### src/rtl/seg7_pkg.sv
// -----------------------------------------------------------------------------
// seg7_pkg
// Shared constants for the seven-segment frame decoder:
//   - active-low segment patterns for hex digits 0-F (bit0=a .. bit6=g)
//   - width of one decoded digit
//   - per-digit slot state type
// No ports (package).
// -----------------------------------------------------------------------------
package seg7_pkg;

   localparam int DIGIT_W = 4;

   // Decimal digit patterns, active low, {g,f,e,d,c,b,a}
   localparam logic [6:0] SEG_0 = 7'b1000000;
   localparam logic [6:0] SEG_1 = 7'b1111001;
   localparam logic [6:0] SEG_2 = 7'b0100100;
   localparam logic [6:0] SEG_3 = 7'b0110000;
   localparam logic [6:0] SEG_4 = 7'b0011001;
   localparam logic [6:0] SEG_5 = 7'b0010010;
   localparam logic [6:0] SEG_6 = 7'b0000010;
   localparam logic [6:0] SEG_7 = 7'b1111000;
   localparam logic [6:0] SEG_8 = 7'b0000000;
   localparam logic [6:0] SEG_9 = 7'b0010000;

   // Hex letter patterns, only decoded when SEG7_HEX_DECODE_EN is defined
   localparam logic [6:0] SEG_A = 7'b0001000;
   localparam logic [6:0] SEG_B = 7'b0000011;
   localparam logic [6:0] SEG_C = 7'b1000110;
   localparam logic [6:0] SEG_D = 7'b0100001;
   localparam logic [6:0] SEG_E = 7'b0000110;
   localparam logic [6:0] SEG_F = 7'b0001110;

   typedef enum logic [0:0] {
      SLOT_EMPTY  = 1'b0,
      SLOT_FILLED = 1'b1
   } slot_state_t;

endpackage

### src/rtl/seg7_pattern_decode.sv
// -----------------------------------------------------------------------------
// seg7_pattern_decode
// Combinational decode of one active-low seven-segment pattern to a digit.
// Unknown patterns give value 0 with error set.
// Build option: SEG7_HEX_DECODE_EN adds the letters A,b,C,d,E,F as valid
// digits; without it those patterns are reported as errors.
// Ports:
//   seg_n  in  [6:0]          active-low segments, bit0=a .. bit6=g
//   value  out [DIGIT_W-1:0]  decoded digit
//   error  out                pattern not recognised
// -----------------------------------------------------------------------------
module seg7_pattern_decode
   import seg7_pkg::*;
(
   input  logic [6:0]         seg_n,
   output logic [DIGIT_W-1:0] value,
   output logic               error
);

   // Pattern lookup
   always_comb begin
      value = 4'h0;
      error = 1'b0;
      case (seg_n)
         SEG_0:   value = 4'h0;
         SEG_1:   value = 4'h1;
         SEG_2:   value = 4'h2;
         SEG_3:   value = 4'h3;
         SEG_4:   value = 4'h4;
         SEG_5:   value = 4'h5;
         SEG_6:   value = 4'h6;
         SEG_7:   value = 4'h7;
         SEG_8:   value = 4'h8;
         SEG_9:   value = 4'h9;
`ifdef SEG7_HEX_DECODE_EN
         SEG_A:   value = 4'hA;
         SEG_B:   value = 4'hB;
         SEG_C:   value = 4'hC;
         SEG_D:   value = 4'hD;
         SEG_E:   value = 4'hE;
         SEG_F:   value = 4'hF;
`endif
         default: begin
            value = 4'h0;
            error = 1'b1;
         end
      endcase
   end

endmodule

### src/rtl/seg7_frame_decoder.sv
// -----------------------------------------------------------------------------
// seg7_frame_decoder
// Watches a multiplexed seven-segment display bus and rebuilds the displayed
// number. A digit is captured after its {seg_n, dig_sel} sample has been
// seen unchanged for STABLE_CYCLES consecutive cycles; once every digit
// position has been captured the whole frame is published with a one-cycle
// frame_valid pulse.
// Build option: SEG7_HEX_DECODE_EN (in seg7_pattern_decode) enables A-F.
// Ports:
//   clk          in                 rising-edge clock
//   rst          in                 asynchronous active-high reset
//   seg_n        in  [6:0]          active-low segments, bit0=a .. bit6=g
//   dig_sel      in  [NUM_DIGITS-1:0]   one-hot digit strobe
//   frame_bcd    out [4*NUM_DIGITS-1:0] digit i at [4i+3:4i]
//   frame_err    out [NUM_DIGITS-1:0]   digit i was undecodable
//   frame_valid  out                one-cycle pulse on frame update
// -----------------------------------------------------------------------------
module seg7_frame_decoder
   import seg7_pkg::*;
#(
   parameter int NUM_DIGITS    = 4,
   parameter int STABLE_CYCLES = 8
) (
   input  logic                        clk,
   input  logic                        rst,
   input  logic [6:0]                  seg_n,
   input  logic [NUM_DIGITS-1:0]       dig_sel,
   output logic [DIGIT_W*NUM_DIGITS-1:0] frame_bcd,
   output logic [NUM_DIGITS-1:0]       frame_err,
   output logic                        frame_valid
);

   localparam int         SAMPLE_W = 7 + NUM_DIGITS;
   localparam logic [7:0] STABLE_C = 8'(STABLE_CYCLES);

   logic [SAMPLE_W-1:0]           sample_s;
   logic [SAMPLE_W-1:0]           prev_sample_r;
   logic [7:0]                    cnt_r;
   logic [7:0]                    cnt_next_s;
   logic                          onehot_s;
   logic                          capture_s;
   logic                          all_filled_s;
   logic [DIGIT_W-1:0]            dec_value_s;
   logic                          dec_err_s;
   slot_state_t                   slot_state_r [NUM_DIGITS];
   logic [DIGIT_W*NUM_DIGITS-1:0] slot_bcd_r;
   logic [NUM_DIGITS-1:0]         slot_err_r;

   assign sample_s = {seg_n, dig_sel};
   assign onehot_s = $onehot(dig_sel);

   seg7_pattern_decode u_decode (
      .seg_n (seg_n),
      .value (dec_value_s),
      .error (dec_err_s)
   );

   // Stability counter next value and capture strobe. The capture fires only
   // on the edge where the count arrives at STABLE_CYCLES, so a saturated run
   // captures once; a fresh run reloads to 1, which is itself a capture when
   // STABLE_CYCLES is 1.
   always_comb begin
      cnt_next_s = cnt_r;
      capture_s  = 1'b0;
      if (!onehot_s) begin
         cnt_next_s = 8'd0;
         capture_s  = 1'b0;
      end else if (sample_s != prev_sample_r) begin
         cnt_next_s = 8'd1;
         capture_s  = (STABLE_C == 8'd1);
      end else if (cnt_r < STABLE_C) begin
         cnt_next_s = cnt_r + 8'd1;
         capture_s  = ((cnt_r + 8'd1) == STABLE_C);
      end else begin
         cnt_next_s = cnt_r;
         capture_s  = 1'b0;
      end
   end

   // Frame is complete when every slot holds a capture
   always_comb begin
      all_filled_s = 1'b1;
      for (int i = 0; i < NUM_DIGITS; i++) begin
         all_filled_s = all_filled_s & (slot_state_r[i] == SLOT_FILLED);
      end
   end

   // Sample history, slot capture, per-slot EMPTY/FILLED state and frame
   // transfer. A capture on the transfer edge wins over the clear so it
   // belongs to the next frame.
   always_ff @(posedge clk or posedge rst) begin
      if (rst) begin
         prev_sample_r <= '0;
         cnt_r         <= 8'd0;
         slot_bcd_r    <= '0;
         slot_err_r    <= '0;
         frame_bcd     <= '0;
         frame_err     <= '0;
         frame_valid   <= 1'b0;
         for (int i = 0; i < NUM_DIGITS; i++) begin
            slot_state_r[i] <= SLOT_EMPTY;
         end
      end else begin
         prev_sample_r <= sample_s;
         cnt_r         <= cnt_next_s;
         frame_valid   <= all_filled_s;
         if (all_filled_s) begin
            frame_bcd <= slot_bcd_r;
            frame_err <= slot_err_r;
         end
         for (int i = 0; i < NUM_DIGITS; i++) begin
            if (capture_s && dig_sel[i]) begin
               slot_bcd_r[DIGIT_W*i +: DIGIT_W] <= dec_value_s;
               slot_err_r[i]                    <= dec_err_s;
               slot_state_r[i]                  <= SLOT_FILLED;
            end else if (all_filled_s) begin
               slot_state_r[i] <= SLOT_EMPTY;
            end
         end
      end
   end

endmodule

### config.mk
export PLATFORM = sky130hd
export DESIGN_NAME = seg7_frame_decoder
export DESIGN_NICKNAME = d
export VERILOG_FILES = /design/src/rtl/seg7_pkg.sv /design/src/rtl/seg7_pattern_decode.sv /design/src/rtl/seg7_frame_decoder.sv
export SDC_FILE = /design/constraint.sdc
export NUM_CORES = 1
export LEC_CHECK = 0
export CORE_UTILIZATION = 35
export CTS_BUF_LIST = sky130_fd_sc_hd__clkbuf_4 sky130_fd_sc_hd__clkbuf_8
export CTS_CLUSTER_SIZE = 40
export DETAILED_ROUTE_END_ITERATION = 12
export PLACE_DENSITY_LB_ADDON = 0.2
export SLEW_MARGIN = 20
export SYNTH_ARGS = -nofsm -noshare
export SYNTH_HDL_FRONTEND = slang
export SYNTH_SLANG_ARGS = --single-unit
### constraint.sdc
create_clock -name clk -period 2.2 [get_ports clk]
set_clock_uncertainty 0.15 [all_clocks]
set_input_delay 0.44 -clock clk [delete_from_list [all_inputs] [get_ports clk]]
set_output_delay 0.44 -clock clk [all_outputs]
set_load 0.005 [all_outputs]
; ---- Yosys cells after proc, flatten, opt, wreduce, memory -nomap -nowiden
; Index checks and enable logic that the tools add are counted.
; Widths: inputs -> output; s select.
[op_classes]
n_addsub = 4
n_mul = 0
div_mod_pow = 0
n_lt_le_gt_ge = 1
eq_ne = 13
shift = 0
n_mux = 13
bitwise_logic = 3
n_reduce_logical = 10
[ops]
columns = operator, n
row1 = $pmux 4 s9, 1
row2 = $mux 8, 3
row3 = $eq 7x5->1 const B, 3
row4 = $eq 7x7->1 const B, 3
row5 = $eq 7x6->1 const B, 2
row6 = $ne 11x11->1, 1
row7 = $reduce_or 10->1, 1
row8 = $mux 1, 9
row9 = $add 8x1->8 const B, 1
row10 = $eq 8x4->1 const B, 1
row11 = $lt 8x4->1 const B, 1
row12 = $reduce_bool 2->1, 4
row13 = $eq 7x2->1 const B, 1
row14 = $logic_not 7->1, 1
row15 = $add 1x1->2, 2
row16 = $logic_and 1x1->1, 4
row17 = $add 2x2->3, 1
row18 = $and 1x1->1, 3
row19 = $eq 3x1->1 const B, 1
row20 = $ne 3x1->1 const B, 1
[word_totals]
regBits = 64
latch_bits = 0
ram_bits = 0
rom_bits = 0
out_inout_bits = 21
memories = 0

; ---- Logic depth before layout (Yosys ltp)
[depth]
ltp_word = 7
mapped_depth = 10

; ---- Modules after synthesis
; Synthesis repeated with hierarchy kept, for this count alone.
[unflattened]
cells_unflattened = 244
area_unflattened_um2 = 2846.5
[by_module_without_submodules]
columns = mod, n_inst, cells_each, area_per_inst_um2, seq_area_each_um2
row1 = seg7_frame_decoder, 1, 216, 2667.6, 1601.5
row2 = seg7_pattern_decode, 1, 28, 178.9, 0.0

; ---- Worst setup path before layout
; No wires, ideal clock.
[synth_path]
path_type = input-to-reg
start = input dig_sel[0]
end = register slot_bcd_r[10]
setup_ns = 0.128
t_arrival_ns = 2.662
t_required_ns = 1.922
path_slack_ns = -0.740
path_stages = 10
n_path_buf = 0
cell_sequence = inv_1 > fa_1 > inv_1 > ha_1 > ha_1 > nor2_1 > nand2_1 > nor4_4 > nand4_2 > mux2_1
[synth_via]
elab_chain_cells = 5
elab_cells_between_ends = 7
[synth_lines]
columns = element, line_no
row1 = start: declaration, seg7_frame_decoder.sv:27  ; input logic [NUM_DIGITS-1:0] dig_sel,
row2 = $add 1x1->2 (not written as such), seg7_frame_decoder.sv:50  ; assign onehot_s = $onehot(dig_sel);
row3 = $add 2x2->3 (not written as such), seg7_frame_decoder.sv:50
row4 = $eq 3x1->1, seg7_frame_decoder.sv:50
row5 = $mux 1 (*), seg7_frame_decoder.sv:65  ; if (!onehot_s) begin
row6 = $logic_and 1x1->1 (*), seg7_frame_decoder.sv:112  ; if (capture_s && dig_sel[i]) begin
row7 = end signal: indexed assignment, seg7_frame_decoder.sv:113  ; slot_bcd_r[DIGIT_W*i +: DIGIT_W] <= dec_value_s;
row8 = end: declaration, seg7_frame_decoder.sv:46  ; logic [DIGIT_W*NUM_DIGITS-1:0] slot_bcd_r;
; Mark *: on every way between the ends. The rest lies on a longest branch, timed or not.
; A chain may end at the register's enable or synchronous reset.

; ---- Worst setup path in the final report
[layout_path]
start = input dig_sel[0]
end = register slot_bcd_r[6]
; The elaborated chain is that of the path after synthesis.

==> impl_metrics.yaml <==
outcome:
  status: "complete, but fails checks"
  violations: "negative setup slack"
global_routing:
  grt_max_degree: 30
  track_usage: 0.1549
  antenna_found_initial: 0
  overflow: 0
  grt_pass1_vias: 1967
  grt_pass1_wl_mm: 9.798
critical_path:
  worstReg2RegStart: "prev_sample_r[0]"
  cp_data_required_time_ns: 2.27
  critPathCaptureType: "flop"
  r2r_slack_ns: 0.17
  r2r-end: "slot_bcd_r[6]"
  path_class: "input port to flop"
  cp_data_arrival_time_ns: 2.47
  cp-start-kind: "input port"
  critPathMaxFanout: 6
  reg2regPathDepth: 6
synth:
  synth-edff-count: 0
  synth_ff_type: "dfrtp_1"
  synth_warnings: 0
  synth_seq_area_share: 0.5866
  yosysMostFrequentCell: "nand2_1"
  synth.distinct_cells: 36
  synth.top_cell.area_share: 0.5866
  syn_area_sq_um: 2730
  syn_nets: 263
  ys_ff_latch: 64
  synth-async-reset-ratio: 1.000
  netlist_instances: 246
  synth_top_area_cell: "dfrtp_1"
  synth_common_cells: "nand2_1, dfrtp_1, mux2_2"
  avgSynthCellArea_sq_um: 11.10
  synth_area_leaders: "dfrtp_1, nand2_1, mux2_2"
sta:
  slew_headroom: 0.4420
  max_freq_mhz: 417.4
  tightestPinTransition_ns: 0.8300
  fin_ws_ns: -0.1958
  setup_violations: 21
  period_share: 1.089
  rsz0062_at_grt: "yes"
  min_period_ns: 2.396
  hold_viol: 0
  drv_slew: 0
clocking:
  cts_tree: "built"
  clockRootBuffer: "clkbuf_8"
  htreeDepth: 3
  cts_sinks: 64
  ctsHoldBuffers: 0
  cts_made_buffers: 9
  clock_path_buffers: 2
  clk_pin_slew_ns: 0.07
  insertion_delay_ns: 0.34
pwr:
  power_density_nw_per_um2: 640.0
  ir_drop_mv: 0.3674
  p_leak_nw: 1.819
placement:
  place_ws_ns: -1.236
  portBuffers: 33
  dp_hpwl_mm: 3.878
  dp_cells: 397
  place_congestion: 0.7690
final_layout:
  nets: 327
  final_cells: 413
  fillerInstances: 699
  fin_util: 0.4947
  area_growth_syn_to_layout_pct: 34.23
  diodes: 0
  drive_gt1_frac: 0.2675
  regArea_sq_um: 1602
  multiInputGateArea_sq_um: 1142
die:
  die_y_um: 90.32
  ioPinCount: 34
  die_w_um: 90.32
  die_area_sq_um: 8158
  core_area_sq_um: 7408
  start_util: 0.3685
  rows: 31
route:
  final_antenna_net_count: 0
  route.detailed.drc: 0
  wire_per_inst_um: 13.21
  drt-total-wl_mm: 5.454
  dr.first_iter.drc_count: 109
  drtPass1Iterations: 4
  vias_per_cell: 4.644
  vias: 1918
worst_hold_path:
  min_to: "prev_sample_r[0]"
  hold_path.class: "input port to flop"
  holdPathStages: 2
  hold_start: "dig_sel[0]"
job:
  cap_viol_max_count: 0
==> final cells by class <==
class,instances,area share
repair buffers,62,0.1553
inverters,7,0.009901
multi-input cells,166,0.3117
clock inverters,2,0.003414
well taps,99,0.03380
flip-flops and latches,64,0.4370
clock buffers,13,0.04882
==> worst max-delay path: stages <==
cell	delay [ns]
buf_8	0.08
inv_4	0.03
fa_1	0.52
inv_1	0.04
ha_2	0.18
ha_4	0.22
nor2_4	0.07
nand2_2	0.07
nor4_4	0.14
buf_6	0.18
nand4_4	0.16
mux2_4	0.35
==> cell usage in the layout (no fill, tap or decap), types with 2 or more instances in the layout <==
| master | count |
|---|---|
| a21oi_1 | 4 |
| a31oi_1 | 2 |
| and2_1 | 5 |
| buf_4 | 27 |
| buf_8 | 2 |
| clkbuf_8 | 13 |
| clkdlybuf4s50_1 | 30 |
| dfrtp_1 | 64 |
| inv_1 | 3 |
| inv_2 | 2 |
| mux2_2 | 16 |
| mux2_4 | 4 |
| nand2_1 | 70 |
| nand2_2 | 2 |
| nand3_1 | 2 |
| nand4_1 | 6 |
| nand4_4 | 4 |
| nor2_1 | 9 |
| nor3_1 | 3 |
| nor4_1 | 2 |
| o21ai_0 | 3 |
| o31ai_1 | 2 |
| xnor2_1 | 11 |
| xor2_1 | 2 |
==> worst max-delay path by stage <==
stage / from / endpoint / slack [ns] / cells after the start
6_report: dig_sel[0] / slot_bcd_r[6] / -0.20 / 12
2_1_floorplan: dig_sel[3] / slot_bcd_r[10] / -0.58 / 10
5_1_grt: dig_sel[0] / slot_bcd_r[10] / -0.29 / 12
3_5_place_dp: dig_sel[3] / slot_bcd_r[2] / -1.24 / 12
4_1_cts: dig_sel[0] / slot_err_r[2] / -0.30 / 12
3_3_place_gp: dig_sel[3] / slot_bcd_r[6] / -1.21 / 12
==> report_power, final <==
group | switching (mW) | internal [mW] | total, mW
Sequential | 0.00970 | 1.19 | 1.20
Clock | 0.423 | 0.524 | 0.947
Combinational | 0.103 | 0.0955 | 0.198
Total | 0.536 | 1.81 | 2.35
==> cell families (layout without fill, tap and decap cells) <==
logic type / count (synthesis) / count (layout) / share of synthesized area
AO/OA/AOI/OAI: 14 / 14 / 0.03254
XOR/XNOR: 14 / 14 / 0.04766
adder cells (fa/ha/maj): 4 / 4 / 0.02108
buffers and inverters: 16 / 84 / 0.02337
flip-flops: 64 / 64 / 0.5866
multiplexers: 21 / 21 / 0.08616
AND/OR/NAND/NOR: 113 / 113 / 0.2026
==> through the flow <==
step | hold WS [ns] | cell area, sq um | setup TNS, ns | total power [mW]
floorplan | 0.2831 | 2750 | -12.14 | 1.317
global placement | 0.3006 | 3390 | -33.61 | 1.407
detailed placement | 0.3030 | 3390 | -34.23 | 1.409
CTS | 0.1899 | 3649 | -5.528 | 2.381
global route | 0.1884 | 3665 | -5.528 | 2.456
finish | 0.2058 | 3665 | -3.479 | 2.346
==> metal layers <==
metal	routed length, um	GRT usage
met3	166	0.05556
met1	2636	0.2053
met5	0	0
met2	2574	0.2354
met4	76	0.05242
==> timing repair <==
action | 4_1_cts | 5_1_grt
endpoints found under the setup margin | 32 | 24
gates resized for setup | 28 | 3
buffers inserted | 0 | 1
pin swaps | 9 | 3
==> sequential cells by signal (all words and copies together) (netlist names) <==
signal	flops
slot_state_r	4
frame_valid	1
slot_bcd_r	16
cnt_r	8
prev_sample_r	11
frame_bcd	16
slot_err_r	4
frame_err	4
(Power assumes the default switching activity.)
